[src/rtl/player_motion_ctrl_pkg.sv]
// Shared codes for the player motion controller: directions, game states, winner codes.
package player_motion_ctrl_pkg;

  typedef enum logic [1:0] {
    DIR_UP    = 2'b00,
    DIR_DOWN  = 2'b01,
    DIR_RIGHT = 2'b10,
    DIR_LEFT  = 2'b11
  } dir_e;

  typedef enum logic [1:0] {
    ST_IDLE = 2'b00,
    ST_RUN  = 2'b01,
    ST_OVER = 2'b10
  } state_e;

  localparam logic [1:0] WIN_NONE = 2'b00;
  localparam logic [1:0] WIN_P1   = 2'b01;
  localparam logic [1:0] WIN_P2   = 2'b10;
  localparam logic [1:0] WIN_DRAW = 2'b11;

  // Opposite direction: flipping bit 0 swaps UP/DOWN and RIGHT/LEFT.
  function automatic dir_e dir_reverse(input dir_e d);
    return dir_e'({d[1], ~d[0]});
  endfunction

endpackage

[src/rtl/player_motion_ctrl_step_timer.sv]
// Game-step divider: counts 0..TICK_DIV-1 while enabled, flags the terminal count.
module player_motion_ctrl_step_timer #(
  parameter int unsigned TICK_DIV = 25_000_000
) (
  input  logic clk,
  input  logic rst,
  input  logic en,
  input  logic clr,
  output logic tc_c
);

  localparam int unsigned CNT_W = (TICK_DIV > 1) ? $clog2(TICK_DIV) : 1;
  localparam logic [CNT_W-1:0] CNT_MAX = CNT_W'(TICK_DIV - 1);

  logic [CNT_W-1:0] cnt_q, cnt_d;

  assign tc_c = en && (cnt_q == CNT_MAX);

  always_comb begin
    cnt_d = cnt_q;
    if (clr) begin
      cnt_d = '0;
    end else if (en) begin
      cnt_d = tc_c ? '0 : cnt_q + CNT_W'(1);
    end
  end

  always_ff @(posedge clk) begin
    if (rst) begin
      cnt_q <= '0;
    end else begin
      cnt_q <= cnt_d;
    end
  end

endmodule

[src/rtl/player_motion_ctrl.sv]
// Two-player grid motion controller: step timing, reversal filter, wall and
// head-on collision detection, IDLE/RUN/OVER game sequencing.
module player_motion_ctrl
  import player_motion_ctrl_pkg::*;
#(
  parameter int unsigned GRID_W   = 40,
  parameter int unsigned GRID_H   = 30,
  parameter int unsigned X_W      = 6,
  parameter int unsigned Y_W      = 5,
  parameter int unsigned TICK_DIV = 25_000_000,
  parameter int unsigned P1_X0    = 30,
  parameter int unsigned P1_Y0    = 15,
  parameter int unsigned P2_X0    = 9,
  parameter int unsigned P2_Y0    = 15
) (
  input  logic           clk,
  input  logic           rst,
  input  logic           start,
  input  logic [1:0]     p1_dir,
  input  logic [1:0]     p2_dir,
  output logic [X_W-1:0] p1_x,
  output logic [Y_W-1:0] p1_y,
  output logic [X_W-1:0] p2_x,
  output logic [Y_W-1:0] p2_y,
  output logic [1:0]     p1_head,
  output logic [1:0]     p2_head,
  output logic           step,
  output logic           running,
  output logic [1:0]     winner
);

  localparam logic [X_W-1:0] X_MAX = X_W'(GRID_W - 1);
  localparam logic [Y_W-1:0] Y_MAX = Y_W'(GRID_H - 1);

  state_e         state_q, state_d;
  logic [X_W-1:0] x_q [2];
  logic [X_W-1:0] x_d [2];
  logic [Y_W-1:0] y_q [2];
  logic [Y_W-1:0] y_d [2];
  dir_e           head_q [2];
  dir_e           head_d [2];
  logic           step_q, step_d;
  logic           running_q, running_d;
  logic [1:0]     winner_q, winner_d;

  dir_e           req [2];
  dir_e           head_n [2];
  logic [X_W-1:0] nx [2];
  logic [Y_W-1:0] ny [2];
  logic           wall [2];
  logic           alive [2];
  logic           headon_c;
  logic           tick_c;

  player_motion_ctrl_step_timer #(
    .TICK_DIV (TICK_DIV)
  ) u_step_timer (
    .clk  (clk),
    .rst  (rst),
    .en   (state_q == ST_RUN),
    .clr  (state_q != ST_RUN),
    .tc_c (tick_c)
  );

  // Per-player heading filter and next cell; wall checked before any arithmetic.
  always_comb begin
    req[0] = dir_e'(p1_dir);
    req[1] = dir_e'(p2_dir);
    for (int i = 0; i < 2; i++) begin
      head_n[i] = (req[i] != dir_reverse(head_q[i])) ? req[i] : head_q[i];
      nx[i]     = x_q[i];
      ny[i]     = y_q[i];
      wall[i]   = 1'b0;
      case (head_n[i])
        DIR_UP:    if (y_q[i] == '0)   wall[i] = 1'b1; else ny[i] = y_q[i] - Y_W'(1);
        DIR_DOWN:  if (y_q[i] == Y_MAX) wall[i] = 1'b1; else ny[i] = y_q[i] + Y_W'(1);
        DIR_RIGHT: if (x_q[i] == X_MAX) wall[i] = 1'b1; else nx[i] = x_q[i] + X_W'(1);
        DIR_LEFT:  if (x_q[i] == '0)   wall[i] = 1'b1; else nx[i] = x_q[i] - X_W'(1);
        default:   wall[i] = 1'b0;
      endcase
    end
  end

  // Head-on: both land on one cell, or the two heads trade places.
  always_comb begin
    headon_c = !wall[0] && !wall[1] &&
               (((nx[0] == nx[1]) && (ny[0] == ny[1])) ||
                ((nx[0] == x_q[1]) && (ny[0] == y_q[1]) &&
                 (nx[1] == x_q[0]) && (ny[1] == y_q[0])));
    alive[0] = !wall[0] && !headon_c;
    alive[1] = !wall[1] && !headon_c;
  end

  always_comb begin
    state_d   = state_q;
    x_d       = x_q;
    y_d       = y_q;
    head_d    = head_q;
    step_d    = 1'b0;
    running_d = running_q;
    winner_d  = winner_q;
    case (state_q)
      ST_IDLE, ST_OVER: begin
        if (start) begin
          state_d   = ST_RUN;
          x_d[0]    = X_W'(P1_X0);
          y_d[0]    = Y_W'(P1_Y0);
          x_d[1]    = X_W'(P2_X0);
          y_d[1]    = Y_W'(P2_Y0);
          head_d[0] = DIR_UP;
          head_d[1] = DIR_UP;
          running_d = 1'b1;
          winner_d  = WIN_NONE;
        end
      end
      ST_RUN: begin
        if (tick_c) begin
          step_d = 1'b1;
          for (int i = 0; i < 2; i++) begin
            head_d[i] = head_n[i];
            if (alive[i]) begin
              x_d[i] = nx[i];
              y_d[i] = ny[i];
            end
          end
          if (!alive[0] || !alive[1]) begin
            state_d   = ST_OVER;
            running_d = 1'b0;
            case ({alive[0], alive[1]})
              2'b10:   winner_d = WIN_P1;
              2'b01:   winner_d = WIN_P2;
              default: winner_d = WIN_DRAW;
            endcase
          end
        end
      end
      default: begin
        state_d   = ST_IDLE;
        running_d = 1'b0;
      end
    endcase
  end

  always_ff @(posedge clk) begin
    if (rst) begin
      state_q   <= ST_IDLE;
      x_q[0]    <= X_W'(P1_X0);
      y_q[0]    <= Y_W'(P1_Y0);
      x_q[1]    <= X_W'(P2_X0);
      y_q[1]    <= Y_W'(P2_Y0);
      head_q[0] <= DIR_UP;
      head_q[1] <= DIR_UP;
      step_q    <= 1'b0;
      running_q <= 1'b0;
      winner_q  <= WIN_NONE;
    end else begin
      state_q   <= state_d;
      x_q       <= x_d;
      y_q       <= y_d;
      head_q    <= head_d;
      step_q    <= step_d;
      running_q <= running_d;
      winner_q  <= winner_d;
    end
  end

  assign p1_x    = x_q[0];
  assign p1_y    = y_q[0];
  assign p2_x    = x_q[1];
  assign p2_y    = y_q[1];
  assign p1_head = head_q[0];
  assign p2_head = head_q[1];
  assign step    = step_q;
  assign running = running_q;
  assign winner  = winner_q;

endmodule

[config.mk]
export PLATFORM = sky130hd
export DESIGN_NAME = player_motion_ctrl
export DESIGN_NICKNAME = d
export VERILOG_FILES = /design/src/rtl/player_motion_ctrl_pkg.sv /design/src/rtl/player_motion_ctrl_step_timer.sv /design/src/rtl/player_motion_ctrl.sv
export SDC_FILE = /design/constraint.sdc
export NUM_CORES = 1
export LEC_CHECK = 0
export BUFFER_PORTS_ARGS = -buffer_cell sky130_fd_sc_hd__buf_2
export CAP_MARGIN = 5
export CORE_MARGIN = 5
export CORE_UTILIZATION = 60
export DETAILED_ROUTE_END_ITERATION = 6
export GPL_TIMING_DRIVEN = 0
export PLACE_DENSITY = 0.8
export REMOVE_ABC_BUFFERS = 1
export SYNTH_ARGS = -nofsm -noshare
export SYNTH_HDL_FRONTEND = slang
export SYNTH_SLANG_ARGS = --single-unit
[constraint.sdc]
create_clock -name clk -period 6.6 [get_ports clk]
set_input_delay 0.99 -clock clk [delete_from_list [all_inputs] [get_ports clk]]
set_output_delay 0.99 -clock clk [all_outputs]
set_load 0.02 [all_outputs]
==> metrics.csv <==
metric,value,unit
tritoncts,yes,
crit_path_max_fanout,28,
hpwl,8.97,mm
synth_area,4570,µm²
start_util,62.4,%
final_common_cell,dfxtp_1,
nets,608,
rsz0062_at_grt,false,
place.port_buffers,36,
drt_iter0_drc,403,
grt_pass1_vias,4127,
clock-sinks,57,
grt_overflow,0,
ys_types,82,
ys_ff_latch,57,
postSynthAreaPerCell,7.90,µm²
tightest_slew,1.28,ns
synthToLayoutAreaGrowth,6.24,%
clock_latency,0.34,ns
die-area,9470,µm²
status,finished clean,
path_class,primary input to flop,
die_h,97.3,µm
ys.flop_type,dfxtp_1,
htreeDepth,3,
fin_util,66.3,%
core-area,7330,µm²
rows,31,
wl_per_cell,17.4,µm
slew_headroom,13.7,%
first_pass_iters,5,
total_leakage_power,1.75,nW
grt_max_degree,29,
finalCriticalPeriod,4.49,ns
powerDensity,153,nW/µm²
cp-end-kind,flop,
vias,4471,
async_flop_share,0,%
place_ws,1.87,ns
synth_edf_count,0,
worstPathArrival,4.77,ns
drc,0,
cts_buffers,9,
drv_slew,0,
antenna_found_initial,0,
required,6.88,ns
mostFrequentLayoutCells,"dfxtp_1, nor2_1, nand2_1",
fin_tns_setup,0,ns
fin_crit_sh,68.1,%
cts_root_buf,clkbuf_8,
ys_seq_area_share,25.0,%
ff_latch_area,1140,µm²
gp_congestion,0.960,
cts_hold_buffers,0,
postLayoutSetupSlackWorst,2.11,ns
max_freq,223,MHz
ant_nets,0,
die_w,97.3,µm
synth_top_area_cell,dfxtp_1,
clkTransAtPathRegs,0.07,ns
r2r_setup_slack,2.34,ns
post_drt_via_cell_ratio,6.46,
synth_top_area_share,25.0,%
grt_pass1_wl,19.7,mm
r2r-end,p2_x[5],
post_cts_resize_count,0,
ioPinCount,37,
placed_area,4690,µm²
cap_viol_max_count,0,
report.final.hold_viol_count,0,
worst_r2r_path_depth,10,
critPathLaunchType,primary input,
wl,12.0,mm
whs,0.445,ns
holdCritPathClass,flop to flop,
drive_above_1_share,12.8,%
gr-usage-all-layers,24.8,%
final_cell_area,4860,µm²
n_fill_cell,625,
finalSetupViolations,0,
cp-startpoint,p1_dir[1],
cts_setup_buffers,0,
ir_drop,0.000109,V
clock_skew,0.0130,ns
yosysWarnings,0,
timing.critical_path.to,p2_x[5],
n_antenna_cell,0,
multi_input_area,3130,µm²
synth_area_leaders,"dfxtp_1, xnor2_1, xor2_1",
cts.path.max_buffers,2,
synth_cells,579,
r2r_start,p2_head[1],
cells by family after synthesis:
| kind of cell | Yosys count | synth area share (%) |
|---|---|---|
| buffers and inverters | 66 | 6.51 |
| AO/OA/AOI/OAI | 150 | 25.4 |
| XOR/XNOR | 48 | 9.36 |
| flip-flops | 57 | 25.0 |
| AND/OR/NAND/NOR | 223 | 25.0 |
| multiplexers | 23 | 5.50 |
| adder cells (fa/ha/maj) | 12 | 3.28 |
sequential cells by signal (all words and copies together), names as in the netlist, 5 cells and up:
signal	cells
p1_x	6
u_step_timer.cnt_q	25
p2_y	5
p1_y	5
p2_x	6
power breakdown:
| group | total, mW | internal [mW] | switching, mW |
|---|---|---|---|
| Sequential | 0.352 | 0.347 | 0.00523 |
| Clock | 0.289 | 0.143 | 0.146 |
| Combinational | 0.103 | 0.0344 | 0.0686 |
stage by stage:
step                power, mW  instances
finish                  0.744        692
global route            0.773        692
CTS                     0.744        692
detailed placement      0.460        677
global placement        0.458        677
floorplan               0.430        542
layer usage:
layer	GRT usage, %	share of wire (%)	up-vias
li1	-	-	2176
met1	32.4	43	2088
met2	40.8	48	179
met3	3.59	6.4	28
met4	10.4	2.4	0
met5	0	0	-
critical path: stages:
cell,delay [ns]
buf_2,0.38
xor2_2,0.24
mux2_4,0.42
a2111oi_2,0.47
or2_1,0.20
xor2_1,0.16
nand4_1,0.12
nor4_1,0.51
or2_1,0.53
a21o_1,0.50
mux2i_1,0.22
synth_stat cells, drive strengths merged (4+ instances only):
library cell	instances
nand4	10
nor2	53
clkbuf	20
o211ai	11
o2111ai	4
a2bb2oi	4
nor3	11
nand3	26
o22ai	4
xnor2	24
or4	6
mux2i	15
o21ai	23
o32a	5
a311oi	6
nor2b	6
xor2	24
nand2	50
nand2b	11
and3	8
ha	12
buf	17
dfxtp	57
mux2	8
or3	13
a21oi	24
inv	29
a21o	4
a2111oi	5
nor4	13
a31oi	8
a211oi	7
a41o	4
how the worst min path moves through the flow:
stage / start / to / cells after the start
finish: u_step_timer.cnt_q[0] / u_step_timer.cnt_q[0] / 1
global route: u_step_timer.cnt_q[0] / u_step_timer.cnt_q[0] / 1
CTS: u_step_timer.cnt_q[0] / u_step_timer.cnt_q[0] / 1
detailed placement: u_step_timer.cnt_q[0] / u_step_timer.cnt_q[0] / 1
global placement: u_step_timer.cnt_q[0] / u_step_timer.cnt_q[0] / 1
floorplan: u_step_timer.cnt_q[0] / u_step_timer.cnt_q[0] / 1
area by class of cell:
class                           instances  share of cell area (%)
Sequential cell                        57                    23.5
Clock buffer                           10                    2.83
Timing Repair Buffer                   36                    3.71
Inverter                               29                    2.24
Clock inverter                          5                   0.670
Tap cell                               99                    2.55
Multi-Input combinational cell        456                    64.5
Power figures use the tool's default switching activity.
